**src/rtl/correlation_scheduler.sv**
```systemverilog
// Time-multiplexes one shared correlator across a bank of stored templates,
// keeping the best score/lag seen and presenting the winner to the transmitter.
module correlation_scheduler #(
  parameter int          NUM_TEMPLATES  = 4,
  parameter int          TEMPLATE_LEN   = 2000,
  parameter int          ADDR_W         = 14,
  parameter int          TIMEOUT_CYCLES = 8192,
  parameter logic [14:0] MIN_SCORE      = 15'd64
) (
  input  logic              clk,
  input  logic              reset_n,
  input  logic              start,
  input  logic              transmit_ack,
  input  logic              corr_done,
  input  logic [35:0]       corr_result,
  input  logic [11:0]       corr_max_index,
  output logic              corr_start,
  output logic [ADDR_W-1:0] corr_base,
  output logic              busy,
  output logic              transmit_ready,
  output logic [3:0]        best_template,
  output logic [14:0]       best_score,
  output logic [11:0]       best_index,
  output logic              match_found,
  output logic              timeout_flag
);

  localparam logic [2:0] S_IDLE    = 3'd0;
  localparam logic [2:0] S_LAUNCH  = 3'd1;
  localparam logic [2:0] S_WAIT    = 3'd2;
  localparam logic [2:0] S_COMPARE = 3'd3;
  localparam logic [2:0] S_DONE    = 3'd4;

  localparam int         WD_W     = $clog2(TIMEOUT_CYCLES);
  localparam logic [3:0] LAST_IDX = 4'(NUM_TEMPLATES - 1);

  logic [2:0]        state_r, state_next_s;
  logic [3:0]        idx_r, idx_next_s;
  logic [WD_W-1:0]   watchdog_r;
  logic [14:0]       score_r;
  logic [11:0]       lag_r;
  logic              begin_run_s;
  logic              wd_expired_s;
  logic              update_s;
  logic [14:0]       cand_score_s;

  logic              corr_start_r, busy_r, transmit_ready_r, match_found_r, timeout_flag_r;
  logic [ADDR_W-1:0] corr_base_r;
  logic [3:0]        best_template_r;
  logic [14:0]       best_score_r;
  logic [11:0]       best_index_r;

  assign wd_expired_s = (watchdog_r == WD_W'(TIMEOUT_CYCLES - 1));
  // Template 0 always seeds the best; afterwards only a strictly higher score wins.
  assign update_s     = (idx_r == 4'd0) || (score_r > best_score_r);
  assign cand_score_s = update_s ? score_r : best_score_r;

  // Next-state and template index selection.
  always_comb begin
    state_next_s = state_r;
    idx_next_s   = idx_r;
    begin_run_s  = 1'b0;
    case (state_r)
      S_IDLE: begin
        if (start) begin
          state_next_s = S_LAUNCH;
          idx_next_s   = 4'd0;
          begin_run_s  = 1'b1;
        end else begin
          state_next_s = S_IDLE;
        end
      end
      S_LAUNCH: state_next_s = S_WAIT;
      S_WAIT: begin
        if (corr_done || wd_expired_s) begin
          state_next_s = S_COMPARE;
        end else begin
          state_next_s = S_WAIT;
        end
      end
      S_COMPARE: begin
        if (idx_r == LAST_IDX) begin
          state_next_s = S_DONE;
        end else begin
          state_next_s = S_LAUNCH;
          idx_next_s   = idx_r + 4'd1;
        end
      end
      S_DONE: begin
        if (start) begin
          state_next_s = S_LAUNCH;
          idx_next_s   = 4'd0;
          begin_run_s  = 1'b1;
        end else if (transmit_ack) begin
          state_next_s = S_IDLE;
        end else begin
          state_next_s = S_DONE;
        end
      end
      default: state_next_s = S_IDLE;
    endcase
  end

  // State, index and watchdog registers.
  always_ff @(posedge clk or negedge reset_n) begin
    if (!reset_n) begin
      state_r    <= S_IDLE;
      idx_r      <= 4'd0;
      watchdog_r <= '0;
    end else begin
      state_r    <= state_next_s;
      idx_r      <= idx_next_s;
      watchdog_r <= (state_r == S_WAIT) ? watchdog_r + WD_W'(1) : '0;
    end
  end

  // Latch the per-template score and lag, or zeros when the correlator never answers.
  always_ff @(posedge clk or negedge reset_n) begin
    if (!reset_n) begin
      score_r        <= 15'd0;
      lag_r          <= 12'd0;
      timeout_flag_r <= 1'b0;
    end else if (begin_run_s) begin
      timeout_flag_r <= 1'b0;
    end else if (state_r == S_WAIT) begin
      if (corr_done) begin
        score_r <= corr_result[35:21];
        lag_r   <= corr_max_index;
      end else if (wd_expired_s) begin
        score_r        <= 15'd0;
        lag_r          <= 12'd0;
        timeout_flag_r <= 1'b1;
      end
    end
  end

  // Running best across templates and the final threshold decision.
  always_ff @(posedge clk or negedge reset_n) begin
    if (!reset_n) begin
      best_template_r <= 4'd0;
      best_score_r    <= 15'd0;
      best_index_r    <= 12'd0;
      match_found_r   <= 1'b0;
    end else if (begin_run_s) begin
      best_template_r <= 4'd0;
      best_score_r    <= 15'd0;
      best_index_r    <= 12'd0;
      match_found_r   <= 1'b0;
    end else if (state_r == S_COMPARE) begin
      if (update_s) begin
        best_template_r <= idx_r;
        best_score_r    <= score_r;
        best_index_r    <= lag_r;
      end
      match_found_r <= (idx_r == LAST_IDX) && (cand_score_s >= MIN_SCORE);
    end else if (state_next_s != S_DONE) begin
      match_found_r <= 1'b0;
    end
  end

  // Handshake outputs are decoded from the next state so they are glitch-free flops.
  always_ff @(posedge clk or negedge reset_n) begin
    if (!reset_n) begin
      corr_start_r     <= 1'b0;
      busy_r           <= 1'b0;
      transmit_ready_r <= 1'b0;
      corr_base_r      <= '0;
    end else begin
      corr_start_r     <= (state_next_s == S_LAUNCH);
      busy_r           <= (state_next_s == S_LAUNCH) || (state_next_s == S_WAIT) ||
                          (state_next_s == S_COMPARE);
      transmit_ready_r <= (state_next_s == S_DONE);
      if (state_next_s == S_LAUNCH) begin
        corr_base_r <= ADDR_W'(32'(idx_next_s) * TEMPLATE_LEN);
      end
    end
  end

  assign corr_start     = corr_start_r;
  assign corr_base      = corr_base_r;
  assign busy           = busy_r;
  assign transmit_ready = transmit_ready_r;
  assign best_template  = best_template_r;
  assign best_score     = best_score_r;
  assign best_index     = best_index_r;
  assign match_found    = match_found_r;
  assign timeout_flag   = timeout_flag_r;

endmodule

```
**config.mk**
```make
export PLATFORM = sky130hd
export DESIGN_NAME = correlation_scheduler
export DESIGN_NICKNAME = d
export VERILOG_FILES = /design/src/rtl/correlation_scheduler.sv
export SDC_FILE = /design/constraint.sdc
export NUM_CORES = 1
export LEC_CHECK = 0
export BUFFER_PORTS_ARGS = -buffer_cell sky130_fd_sc_hd__buf_2
export CAP_MARGIN = 20
export CORE_UTILIZATION = 30
export CTS_CLUSTER_SIZE = 16
export DETAILED_ROUTE_END_ITERATION = 8
export HOLD_SLACK_MARGIN = 0.15
export PLACE_DENSITY = 0.52
export SYNTH_ARGS = -nofsm -noshare
export SYNTH_HDL_FRONTEND = slang
export SYNTH_SLANG_ARGS = --single-unit
```
**constraint.sdc**
```tcl
create_clock -name clk -period 5.2 [get_ports clk]
set_input_delay 1.04 -clock clk [delete_from_list [all_inputs] [get_ports clk]]
set_output_delay 1.04 -clock clk [all_outputs]
set_load 0.05 [all_outputs]
```
# Yosys cells after proc, flatten, opt, wreduce, memory -nomap -nowiden
# Cells that the tools add are included.
# Widths: inputs -> output; s select.
# op_classes
add_sub_neg	2
mul	1
order_cmp	2
n_eq_ne	12
mux	32
n_bitwise	1
n_reduce_logical	17
# op_table
op	count
$mux 15	5
$mux 12	5
$mux 4	5
$ge 15x7->1 const B	1
$gt 15x15->1	1
$pmux 3 s5	1
$add 13x1->13 const B	1
$eq 13x13->1 const B	1
$mux 13	1
$eq 3x2->1 const B	4
$mux 1	11
$mul 4x7->10 const B	1
$reduce_bool 2->1	5
$mux 3	3
$pmux 4 s2	1
$eq 3x1->1 const B	2
$eq 3x3->1 const B	2
$reduce_and 3->1	2
$add 4x1->4 const B	1
$eq 4x2->1 const B	1
$logic_not 4->1	1
$logic_or 1x1->1	4
$logic_not 3->1	1
$ne 3x3->1 const B	1
other kinds (6)	6
# word_totals
reg_bits	93
input_bits	53
output_inout_bits	50
wordCells	81

# Depth between registers and ports, before layout
# logic_depth
depth_word	8
ltp_mapped	18
mapped_depth_nobuf	16

# Worst setup path after synthesis
# OpenSTA, ideal clock, no wires.
# synth_path
path_kind	input port to flip-flop
startpoint	input port start
endpoint	register corr_base_r[13], in the netlist corr_base[13]
arrival_ns	4.295
slack_ns	0.776
path_stages	17
n_path_buf	1
cell_sequence	or3b_1 > buf_6 > nand2_4 > o21ai_1 > a32oi_1 > inv_1 > ha_1 > inv_1 > fa_1 > inv_1 > fa_1 > a21oi_1 > o21a_1 > a2bb2oi_1 > o31a_1 > xnor2_1 > o21ai_1
# synth_via
elab_chain_len	3
word_cells_on_any_way	7
classes_between	mul: 1; eq/ne: 1; mux: 5
# synth_lines
item	line_no	source
from (decl)	12	input logic start,
$mux 4	65, 90	
$pmux 4 s2	63	case (state_r)
named net idx_next_s[2]	38	logic [3:0] idx_r, idx_next_s;
$mul 4x7->10	174	corr_base_r <= ADDR_W'(32'(idx_next_s) * TEMPLATE_LEN);
to (signal assigned)	174	
to (decl)	48	logic [ADDR_W-1:0] corr_base_r;
# The timed path passes the listed nets, and every way through them passes these cells.
# A chain may end at the register's enable or synchronous reset.

# Worst setup path in the final report
# layout_path
startpoint	register idx_r[0]
endpoint	register corr_base_r[13], in the netlist corr_base[13]
# layout_via
elab_chain_len	4
word_cells_on_any_way	9
classes_between	add/sub: 1; mul: 1; eq/ne: 2; mux: 5
# layout_lines
item	line_no	source
from (decl)	38	
from (signal assigned)	112	idx_r <= idx_next_s;
$add 4x1->4 or $eq 4x2->1 (tied branches)	86, 82	
$mux 4 (*)	82	if (idx_r == LAST_IDX) begin
$pmux 4 s2 (*)	63	
named net idx_next_s[1]	38	
$mul 4x7->10 (*)	174	
# Mark *: on every way through the listed nets, which the timed path passes. The rest lies on a longest branch.

==> results.json <==
{
  "peakVddDrop_v": 0.000316,
  "cts.sinks": 93,
  "synth_edf_count": 0,
  "p_clk_share_pct": 18.2,
  "grt_max_degree": 52,
  "row_count": 45,
  "io_buffers": 77,
  "switching_share_pct": 47.9,
  "start_util_pct": 31.0,
  "maxCapViolCount": 0,
  "hold_path.class": "flop to flop",
  "antenna_found_initial": 0,
  "tritoncts": "built",
  "overflow": 0,
  "maxSlewHeadroom_pct": 37.2,
  "vias": 3597,
  "outcome": "completed",
  "period_needed_ns": 4.44,
  "crit_fanout": 14,
  "die_area_mm2": 0.0164,
  "fp.coreArea_mm2": 0.0154,
  "drt_pre_antenna_iters": 4,
  "internal-power_w": 0.00187,
  "cts.reportedPaths.clkPinSlew_ns": 0.06,
  "ctsLongestPathBuffers": 2,
  "drt_iter0_markers": 180,
  "power.leakage_nw": 2.82,
  "crit_type": "flop to flop",
  "pwr-share-comb_pct": 49.8,
  "synth.most_common_cell": "dfrtp_1",
  "ant_nets": 0,
  "diodes": 0,
  "dp_slack_ns": 0.570,
  "cts-root-buf": "clkbuf_16",
  "synthFlopType": "dfrtp_1",
  "yosys_warnings": 0,
  "fin_skew_ns": 0.0120,
  "wl_per_cell_um": 13.9,
  "synth_top_area_share_pct": 48.8,
  "seqPwrFrac_pct": 32.1,
  "worstMarginPinSlew_ns": 0.940,
  "setup_viol": 0,
  "worstPathCellList": "ha_1 -> or3b_1 -> o21ai_4 -> inv_6 -> o21ai_4 -> inv_1 -> fa_1 -> fa_1 -> inv_1 -> ha_1 -> a21oi_1 -> o21a_1 -> a2bb2oi_1 -> o31a_1 -> xnor2_1 -> o21ai_1",
  "whs_path_depth": 2,
  "layout.nets": 661,
  "h-tree-depth": 3,
  "dp_hpwl_mm": 7.96,
  "rsz0062_at_grt": "false",
  "post_cts_buffers": 0,
  "die_w_um": 128,
  "power.density_mw_per_mm2": 632,
  "slowest_stage": "fa_1",
  "worstRegToRegCells": 16,
  "power_switching_w": 0.00172,
  "grt_pass1_vias": 3647,
  "drv_slew": 0,
  "wirelength_mm": 10.9,
  "crit_arrival_ns": 4.66,
  "vias_per_cell": 4.57,
  "cts_hold_buf": 0,
  "synth_top_area_cell": "dfrtp_1",
  "async_flop_share_pct": 100,
  "final.fill_count": 1574,
  "seq_area_frac_synth_pct": 48.8,
  "crit_path_end_kind": "flop",
  "synth.area.top_cells": "dfrtp_1 (49%), ha_1 (7.9%), o21ai_1 (5.4%), nand2_1 (5.3%), inv_1 (4.9%)",
  "clock_latency_ns": 0.36,
  "fmax_ghz": 0.225,
  "finalCritPeriodShare_pct": 85.4,
  "drc": 0,
  "cts_buffers": 9,
  "drive_above_1_share_pct": 19.3,
  "netlist_top_cells_count": "dfrtp_1 (93), nand2_1 (67), inv_1 (62)",
  "area_growth_pct": 18.9,
  "setup_tns_ns": 0,
  "cp-start-kind": "flop",
  "place_congestion": 0.782,
  "cpPeakStageDelay_ns": 0.53,
  "ys_ff_latch": 93,
  "cts-resized-gates": 0,
  "grt_use_total_pct": 14.3,
  "final_hold_viol_count": 0,
  "yosysUniqueCellTypes": 49,
  "grt_pass1_wl_mm": 18.1,
  "syn_area_mm2": 0.00476,
  "setup_slack_ns": 0.758,
  "num_io_pins": 103,
  "die_h_um": 128,
  "netlist_instances": 496,
  "critPathRequiredTime_ns": 5.42,
  "synth.avg_cell_area_um2": 9.61
}
==> final timing paths <==
kind	start	endpoint	slack, ns
worst max-delay path	idx_r[0]$_DFF_PN0_	corr_base[13]$_DFFE_PN0P_	0.76
worst min-delay path	corr_base[7]$_DFFE_PN0P_	corr_base[7]$_DFFE_PN0P_	0.47
worst max register to register	idx_r[0]$_DFF_PN0_	corr_base[13]$_DFFE_PN0P_	0.76
worst min register to register	corr_base[7]$_DFFE_PN0P_	corr_base[7]$_DFFE_PN0P_	0.47
max in group asynchronous	reset_n	lag_r[5]$_DFFE_PN0P_	3.45
min in group asynchronous	reset_n	corr_base[11]$_DFFE_PN0P_	0.67
==> worst max-delay path, delay by kind of cell (launching register included) <==
kind,cells,cell delay (ns)
adders and majority gates,4,1.60
xor gates and xnor gates,1,0.12
AOI/OAI and AO/OA,7,1.48
DFF,1,0.42
buffers and inverters,3,0.24
and+or+nand+nor,1,0.44
==> power by group through the flow <==
stage                     Sequential (W)  Combinational [W]  Clock (W)
after detailed placement         0.00117            0.00179          0
final                            0.00115            0.00178   0.000651
after floorplan                  0.00149            0.00102          0
after global routing             0.00118            0.00199   0.000699
after CTS                        0.00115            0.00181   0.000677
after global placement           0.00116            0.00177          0
==> final cells by class <==
class                           count  area [um2]  area share [%]
Sequential cell                    93        2330            41.1
Clock buffer                        9         225            3.97
Multi-Input combinational cell    318        2090            36.9
Timing Repair Buffer               85         452            7.97
Inverter                           64         245            4.33
Clock inverter                      7        63.8            1.13
Tap cell                          211         264            4.66
==> registers in the layout, summed over array words and instances, names as in the netlist <==
name and count:
watchdog_r 13, lag_r 12, best_template 4, corr_base 10
corr_start 1, score_r 15, best_score 15, transmit_ready 1
best_index 12, timeout_flag 1, busy 1, state_r 3
match_found 1, idx_r 4
==> per-stage QoR <==
| step | utilization (%) | total power (W) | cell area [um2] | hold WS, ns | instances |
|---|---|---|---|---|---|
| after floorplan | - | 0.00251 | 4780 | 0.448 | 499 |
| after global placement | 34.9 | 0.00292 | 5370 | 0.461 | 770 |
| after detailed placement | 34.9 | 0.00296 | 5370 | 0.457 | 770 |
| after CTS | 36.8 | 0.00364 | 5660 | 0.474 | 786 |
| after global routing | 36.9 | 0.00388 | 5670 | 0.504 | 787 |
| final | 36.9 | 0.00358 | 5670 | 0.468 | 787 |
==> cells by family (layout without fill, tap and decap cells) <==
kind of cell	Yosys count	count (layout)	share of synthesized area (%)
compound gates	103	103	13.6
xor+xnor	18	18	3.31
fa+ha+maj	37	37	10.8
buf+inv	88	165	7.88
flops	93	93	48.8
other cells	1	4	0.0787
simple gates	156	156	15.5
==> cell usage in the layout (no fill, tap or decap), drive strengths merged, types with 2 or more instances in the layout <==
cell	netlist	final
o21bai	2	2
fa	7	7
a21oi	13	13
clkinvlp	0	2
a21o	2	2
o31ai	8	8
xnor2	12	12
inv	64	68
clkbuf	10	9
nor3	4	4
o21ai	59	59
or3b	3	3
nor3b	3	3
nor4	3	3
o21a	2	2
nor2	22	22
dfrtp	93	93
conb	1	4
nand3b	2	2
and3	6	6
nand2	68	68
ha	30	30
a22o	9	9
nand3	36	36
xor2	6	6
nand4	4	4
buf	14	85
==> metal layers <==
layer | wire length (um) | share of wire [%] | global-route usage, %
met1 | 5090 | 47 | 18.2
met2 | 5280 | 48 | 24.0
met3 | 426 | 3.9 | 3.46
met4 | 131 | 1.2 | 4.36
met5 | 0 | 0 | 0
No activity file was read; power rests on OpenSTA's default activity.
